**config.mk**
```make
export PLATFORM = sky130hd
export DESIGN_NAME = axi_slv_rsp_fifo
export DESIGN_NICKNAME = d
export VERILOG_FILES = /design/src/rtl/axi_slv_rsp_model.sv
export SDC_FILE = /design/constraint.sdc
export NUM_CORES = 1
export LEC_CHECK = 0
export BUFFER_PORTS_ARGS = -buffer_cell sky130_fd_sc_hd__clkbuf_2
export CAP_MARGIN = 5
export CORE_MARGIN = 2
export CORE_UTILIZATION = 25
export DETAILED_ROUTE_END_ITERATION = 16
export GPL_ROUTABILITY_DRIVEN = 0
export PLACE_DENSITY_LB_ADDON = 0.15
export SYNTH_ARGS = -nofsm -noshare
export SYNTH_HDL_FRONTEND = slang
export SYNTH_SLANG_ARGS = --single-unit
```
**constraint.sdc**
```tcl
create_clock -name clk -period 2.8 [get_ports clk]
set_input_delay 0.14 -clock clk [delete_from_list [all_inputs] [get_ports clk]]
set_output_delay 0.14 -clock clk [all_outputs]
set_load 0.01 [all_outputs]
```
**src/rtl/axi_slv_rsp_model.sv**
```systemverilog
// axi_slv_rsp_model: AXI4 slave response model that terminates one slave port.
// AW/AR requests are queued in FIFOs. W beats are checked against the head AW.
// B and R responses come back in order. R data is a checkable address pattern.
// Ready/valid throttling uses per-channel LFSRs, so a trace repeats for a given seed.
`timescale 1ns/1ps

module axi_slv_rsp_fifo #(
  parameter int unsigned WIDTH = 8,
  parameter int unsigned DEPTH = 4
) (
  input  logic             clk,
  input  logic             rst_n,
  input  logic             i_push,
  input  logic [WIDTH-1:0] i_din,
  input  logic             i_pop,
  output logic [WIDTH-1:0] o_dout,
  output logic             o_empty,
  output logic             o_full,
  output logic             o_one
);
  localparam int unsigned PTR_W = (DEPTH > 1) ? $clog2(DEPTH) : 1;

  logic [PTR_W:0]   r_wptr;
  logic [PTR_W:0]   r_rptr;
  logic [WIDTH-1:0] r_mem [DEPTH];
  logic [PTR_W:0]   w_cnt;
  logic             w_push;
  logic             w_pop;

  assign w_cnt   = r_wptr - r_rptr;
  assign o_empty = (r_wptr == r_rptr);
  assign o_full  = (r_wptr[PTR_W] != r_rptr[PTR_W]) &&
                   (r_wptr[PTR_W-1:0] == r_rptr[PTR_W-1:0]);
  assign o_one   = (w_cnt == (PTR_W+1)'(1));
  assign o_dout  = r_mem[r_rptr[PTR_W-1:0]];

  // A pop at full frees the slot that the same-cycle push then reuses.
  // A push at empty becomes visible only on the next cycle.
  assign w_pop  = i_pop & ~o_empty;
  assign w_push = i_push & (~o_full | w_pop);

  // Pointer update; the extra MSB tells full from empty.
  always_ff @(posedge clk or negedge rst_n) begin
    if (!rst_n) begin
      r_wptr <= '0;
      r_rptr <= '0;
    end else begin
      if (w_push) r_wptr <= r_wptr + (PTR_W+1)'(1);
      if (w_pop)  r_rptr <= r_rptr + (PTR_W+1)'(1);
    end
  end

  // Storage array; it needs no reset because the pointers qualify it.
  always_ff @(posedge clk) begin
    if (w_push) r_mem[r_wptr[PTR_W-1:0]] <= i_din;
  end
endmodule


```
=== Word level (Yosys, flattened, before mapping) ===
Memory sizes are Yosys's and may differ from the RTL's.
Cells that the tools add are included.

* Register bits: 6
* RAM bits: 32
* Input bits: 12
* Output and inout port bits: 11
* Memories: 1

{| class="wikitable"
|+ Memory list
! name !! words !! width !! read ports !! clocked after Yosys merged registers in !! write ports !! RTL line !! text
|-
| r_mem || 4 || 8 || 1 || 0 || 1 || 25 || <nowiki>logic [WIDTH-1:0] r_mem [DEPTH];</nowiki>
|}

* Add/sub/neg operators: 3
* Equal/unequal tests: 4
* Mux-type cells: 2
* Bitwise logic cells: 5
* Reductions and logical operators: 1

{| class="wikitable"
|+ Operator list
! operator !! number
|-
| adder 3 x 1 -> 3 bit (second input constant) || 2
|-
| equality test 3 x 1 -> 1 bit (second input constant) || 1
|-
| equality test 3 bit || 1
|-
| subtractor 3 bit || 1
|-
| bitwise AND 1 bit || 2
|-
| equality test 2 bit || 1
|-
| 2-to-1 mux 1 bit || 2
|-
| inverter 1 bit || 2
|-
| logical AND 1 bit || 1
|-
| inequality test 1 bit || 1
|-
| bitwise OR 1 bit || 1
|}

=== Longest topological paths before layout ===
* Word-level depth: 7
* Depth in mapped cells: 6
* Mapped depth without buffers: 5

=== Least setup slack after synthesis ===
No wires, ideal clock.

* Kind: reg-to-reg
* From: register r_rptr[1]
* To: memory r_mem[0][0], enable pin
* Arrival time: 1.664 ns
* Data required time: 2.540 ns
* Setup slack: 0.875 ns
* Cell stages (with the launch flop): 7
* Buffers on the path: 1
* Cells stage by stage: dfrtp_1 > clkbuf_1 > inv_1 > ha_1 > nand3b_1 > o21a_2 > and2_2

* Word-level cells in the longest chain between the ends: 7
* Elaborated cells on any way between the ends: 10
* Those cells by class: 2 x eq/ne; 2 x mux; 5 x bitwise; 1 x reduce/logical

{| class="wikitable"
|+ RTL lines
! element !! RTL line !! text
|-
| start, declared || 24 || <nowiki>logic [PTR_W:0] r_rptr;</nowiki>
|-
| start signal, assigned || 49 || <nowiki>if (w_pop) r_rptr <= r_rptr + (PTR_W+1)'(1);</nowiki>
|-
| equality test 3 bit / equality test 2 bit (equally long branches) || 31, 33 ||
|-
| inverter 1 bit / logical AND 1 bit (equally long branches) || 39, 32 ||
|-
| bitwise AND 1 bit / inverter 1 bit (equally long branches) || 39, 40 ||
|-
| bitwise OR 1 bit * || 40 || <nowiki>assign w_push = i_push & (~o_full | w_pop);</nowiki>
|-
| bitwise AND 1 bit * || 40 ||
|-
| 2-to-1 mux 1 bit * || 55 || <nowiki>if (w_push) r_mem[r_wptr[PTR_W-1:0]] <= i_din;</nowiki>
|-
| 2-to-1 mux 1 bit (implied by the code) * || 55 ||
|-
| end, declared || 25 ||
|}

Every way passes the cells marked *; elsewhere a longest branch is shown, timed or not.

=== Worst setup path in the final report ===
* From: register r_wptr[0]
* To: output port o_one

* Word-level cells in the longest chain between the ends: 2

{| class="wikitable"
|+ RTL lines
! element !! RTL line !! text
|-
| start, declared || 23 || <nowiki>logic [PTR_W:0] r_wptr;</nowiki>
|-
| start signal, assigned || 48 || <nowiki>if (w_push) r_wptr <= r_wptr + (PTR_W+1)'(1);</nowiki>
|-
| subtractor 3 bit || 30 || <nowiki>assign w_cnt = r_wptr - r_rptr;</nowiki>
|-
| equality test 3 x 1 -> 1 bit || 34 || <nowiki>assign o_one = (w_cnt == (PTR_W+1)'(1));</nowiki>
|-
| end, declared || 19 || <nowiki>output logic o_one</nowiki>
|}

Every way passes these cells.

==> impl_summary.md <==
STA
The total negative slack for setup checks is 0 ns. The final max-slew violation count is 0. The worst path setup slack after routing is 0.774 ns. Timing would allow up to 494 MHz.

Across all hold checks on the routed design, the worst slack comes to 0.0710 ns. For the pin with the worst max-slew slack, the measured transition is 0.347 ns. Setup repair after global routing left no endpoint under its margin. Dividing the final minimum period by the clock period gives 72.4%. The worst pin sits at a relative slew slack of 76.6%. Clock skew on the completed layout was measured at 0.00665 ns. The final-report hold violation count is 0. The final period demand of the worst path is 2.03 ns.

The total setup violations reported at the end of the flow is 0.

Yosys
The post-synthesis sequential element count is 38. The synthesized netlist devotes 2.57% of its cell area to compound gates. The main combinational cell family by area after synthesis is multiplexers. The share of synthesized cell area in and, or, nand and nor gates is 3.98%. The synthesized netlist cell count is 85. The sequential area share after synthesis is 69.2%. The XOR/XNOR share of the synthesized area is 2.73%. The share of the synthesized area in the top cell type is 59.9%. The number of nets in the synthesized netlist is 105.

The synthesized netlist contains 21 unique library cells. Summed over all instances, the cell type with the most area after synthesis is sky130_fd_sc_hd__edfxtp_1. The post-synthesis area per instance is 18.9 um2.

Of the post-synthesis cell area, the part taken by muxes is 13.6%. After synthesis, the cell types taking the most area are sky130_fd_sc_hd__edfxtp_1 60%, sky130_fd_sc_hd__mux4_2 11%, sky130_fd_sc_hd__dfrtp_1 9.4%. The Yosys warning count is 0. In this run the cell area of the synthesized design comes to 1610 um2. The post-synthesis adder-cell area fraction is 6.70%.

CTS
The root buffer cell chosen for the clock tree is sky130_fd_sc_hd__clkbuf_8. CTS saw 38 sinks. The count of buffers added by post-CTS timing repair for setup is 0.

After clock tree synthesis, the clock-pin slew on the worst setup and hold paths is 0.07 ns. After clock tree synthesis, the repair step resized 0 gates. The deepest clock path buffer count is 2. The number of H-tree branching levels is 2. At the later pin of the worst-skew pair, clock insertion delay measures 0.29 ns.

The number of clock buffers added by TritonCTS is 5. TritonCTS built the clock tree. The post-cts hold buffer count is 1.

Setup path
The largest single stage delay on the critical path is 0.38 ns. Of all nets on the critical path, the largest fanout is 4. The critical path starts at r_wptr[0]. For the worst setup path, the data arrival time is 1.89 ns. STA puts the critical path data required time at 2.66 ns. On the critical path, the stage with the largest delay is an instance of sky130_fd_sc_hd__dfrtp_1. The critical path goes through inv_1 > ha_1 > fa_1 > xnor2_1 > nor3b_1 > clkbuf_2. The endpoint class of the critical path is an output port.

The critical setup path kind is reg -> out. The startpoint identified for the worst register-to-register timing path is r_wptr[0]. STA classifies the critical path startpoint as a flip-flop.

Floorplanning
The initial standard-cell utilization of the core is 25.6%. In this run the vertical extent of the chip is 84.1 um. The area of the core region is 6280 um2.

The number of placed I/O pins is 23. The floorplan has 29 rows. The floorplan step defined a die boundary enclosing 7080 um2. The floorplan die width is 84.1 um.

Worst hold path
The startpoint of the lowest-slack hold path is i_din[6]. The min-delay analysis places its worst path in the category in -> reg.

Global routing
The global router's overall resource usage is 8.86%. The fraction of met3 tracks used by global routing is 4.52%. For this run the aggregate overflow at the end of global routing stands at 0. Entering global routing, the biggest net connects 13 pins. The global-route wire length before repair is 4640 um. The busiest layer in global routing is met2. The initial antenna violation count came to 0. In the global route stage, met1 resource usage came out at 10.1%.

The via count of the first global-routing pass is 899. The met2 capacity usage during global routing is 14.6%.

Place
Timing analysis after detailed placement gives a worst setup slack of 0.998 ns. The HPWL after detailed placement is 2070 um. During placement, the flow inserted port buffers numbering 22. The number of placed instances, taps included, is 184.

Finish
The area growth from synthesis to layout is 19.2%. Excluding fillers, the count of instances in the completed layout stands at 193. The final layout net count is 135. 0 antenna diodes ended up in the layout. Cells with a size suffix above 1 make up 40.5% of the layout.

Drt
The first detailed-routing pass ran for 4 iterations. The detailed router's first-iteration violation count is 34. The mean routed wirelength per cell is 14.8 um. The number of nets with antenna violations after routing is 0. The average vias per placed instance is 4.19. The DRC violation count after routing is 0. The via total after detailed routing is 809. The total wirelength of the detailed-routed design is 2850 um.

Status
The flow ran to the end, and the final reports show no timing, DRC or antenna violations.

Power and ir drop
For this design the static power due to leakage is 0.708 nW. The power per unit of standard cell area is 1080 nW/um2. VDD sags by at most 652 uV.

Job
The tool flagged a number of max-cap violations equal to 0.
-- cell type report --
type,instances,area (um2)
clock inverter,3,16.3
clock buffer,5,68.8
fill,617,4360
timing repair buffer,25,135
sequential,38,1110
tap,77,96.3
inverter,3,11.3
multi-input combinational,42,474
-- power breakdown --
| group | internal (mW) | leakage, nW | switching [mW] |
|---|---|---|---|
| Combinational | 0.413 | 0.303 | 0.454 |
| Sequential | 0.768 | 0.364 | 0.0676 |
| Clock | 0.170 | 0.0416 | 0.188 |
| Total | 1.35 | 0.708 | 0.710 |
-- cell usage after synthesis --
| master | n |
|---|---|
| sky130_fd_sc_hd__nor3b_1 | 1 |
| sky130_fd_sc_hd__o21a_2 | 1 |
| sky130_fd_sc_hd__xnor2_1 | 4 |
| sky130_fd_sc_hd__dfrtp_1 | 6 |
| sky130_fd_sc_hd__a21oi_1 | 2 |
| sky130_fd_sc_hd__inv_1 | 3 |
| sky130_fd_sc_hd__nand2_1 | 3 |
| sky130_fd_sc_hd__mux2_2 | 2 |
| sky130_fd_sc_hd__fa_1 | 1 |
| sky130_fd_sc_hd__xor2_1 | 1 |
| sky130_fd_sc_hd__a31oi_1 | 2 |
| sky130_fd_sc_hd__nand3b_1 | 1 |
| sky130_fd_sc_hd__clkbuf_1 | 1 |
| sky130_fd_sc_hd__buf_2 | 1 |
| sky130_fd_sc_hd__mux4_2 | 8 |
| sky130_fd_sc_hd__nor2_1 | 2 |
| sky130_fd_sc_hd__o21ai_0 | 2 |
| sky130_fd_sc_hd__and2_2 | 4 |
| sky130_fd_sc_hd__mux2_4 | 1 |
| sky130_fd_sc_hd__ha_1 | 7 |
| sky130_fd_sc_hd__edfxtp_1 | 32 |
-- final timing paths --
path	endpoint	slack, ns	depth (start not counted)
setup / recovery	o_one	0.77	6
hold / removal	r_mem[2][6]	0.07	1
setup reg to reg	r_mem[3][7]	1.01	5
hold reg to reg	r_wptr[2]	0.61	2
max in group asynchronous	r_rptr[0]	2.44	2
min in group asynchronous	r_wptr[1]	0.20	2
-- kinds of logic after synthesis --
family,Yosys count
AO/OA/AOI/OAI,7
XOR/XNOR,5
adder cells (fa/ha/maj),8
buffers and inverters,5
flip-flops,38
multiplexers,11
AND/OR/NAND/NOR,11
-- cell usage in the layout, fill, tap and decap left out, types with 2 or more instances in the layout --
master	n
sky130_fd_sc_hd__clkbuf_8	5
sky130_fd_sc_hd__buf_4	2
sky130_fd_sc_hd__nor2_1	2
sky130_fd_sc_hd__inv_1	3
sky130_fd_sc_hd__a21oi_1	2
sky130_fd_sc_hd__mux4_2	8
sky130_fd_sc_hd__xnor2_1	4
sky130_fd_sc_hd__mux2_2	2
sky130_fd_sc_hd__a31oi_1	2
sky130_fd_sc_hd__ha_1	7
sky130_fd_sc_hd__o21ai_0	2
sky130_fd_sc_hd__nand2_1	3
sky130_fd_sc_hd__clkbuf_2	22
sky130_fd_sc_hd__and2_2	4
sky130_fd_sc_hd__edfxtp_1	32
sky130_fd_sc_hd__dfrtp_1	6
-- registers in the layout, indices dropped and copies added, names as in the netlist --
name    cells
r_mem      32
r_wptr      3
r_rptr      3
-- critical path: cells and delay by family (launching register included) --
family	cells	cell delay, ns
xor+xnor	1	0.14
fa+ha+maj	2	0.60
flops	1	0.38
simple gates	1	0.21
buf+inv	2	0.27
-- stage by stage --
step | util [%] | power, mW | cell area (um2)
floorplan | - | 1.44 | 1610
global placement | 29.0 | 1.73 | 1820
detailed placement | 29.0 | 1.74 | 1820
CTS | 30.5 | 2.10 | 1910
global route | 30.5 | 2.21 | 1910
finish | 30.5 | 2.06 | 1910
-- layer usage --
metal	vias up	wire [um]	share of wire (%)
li1	386	-	-
met3	2	192	6.7
met1	399	1190	42
met5	-	0	0
met4	0	13	0.46
met2	22	1450	51
(Power assumes the default switching activity.)
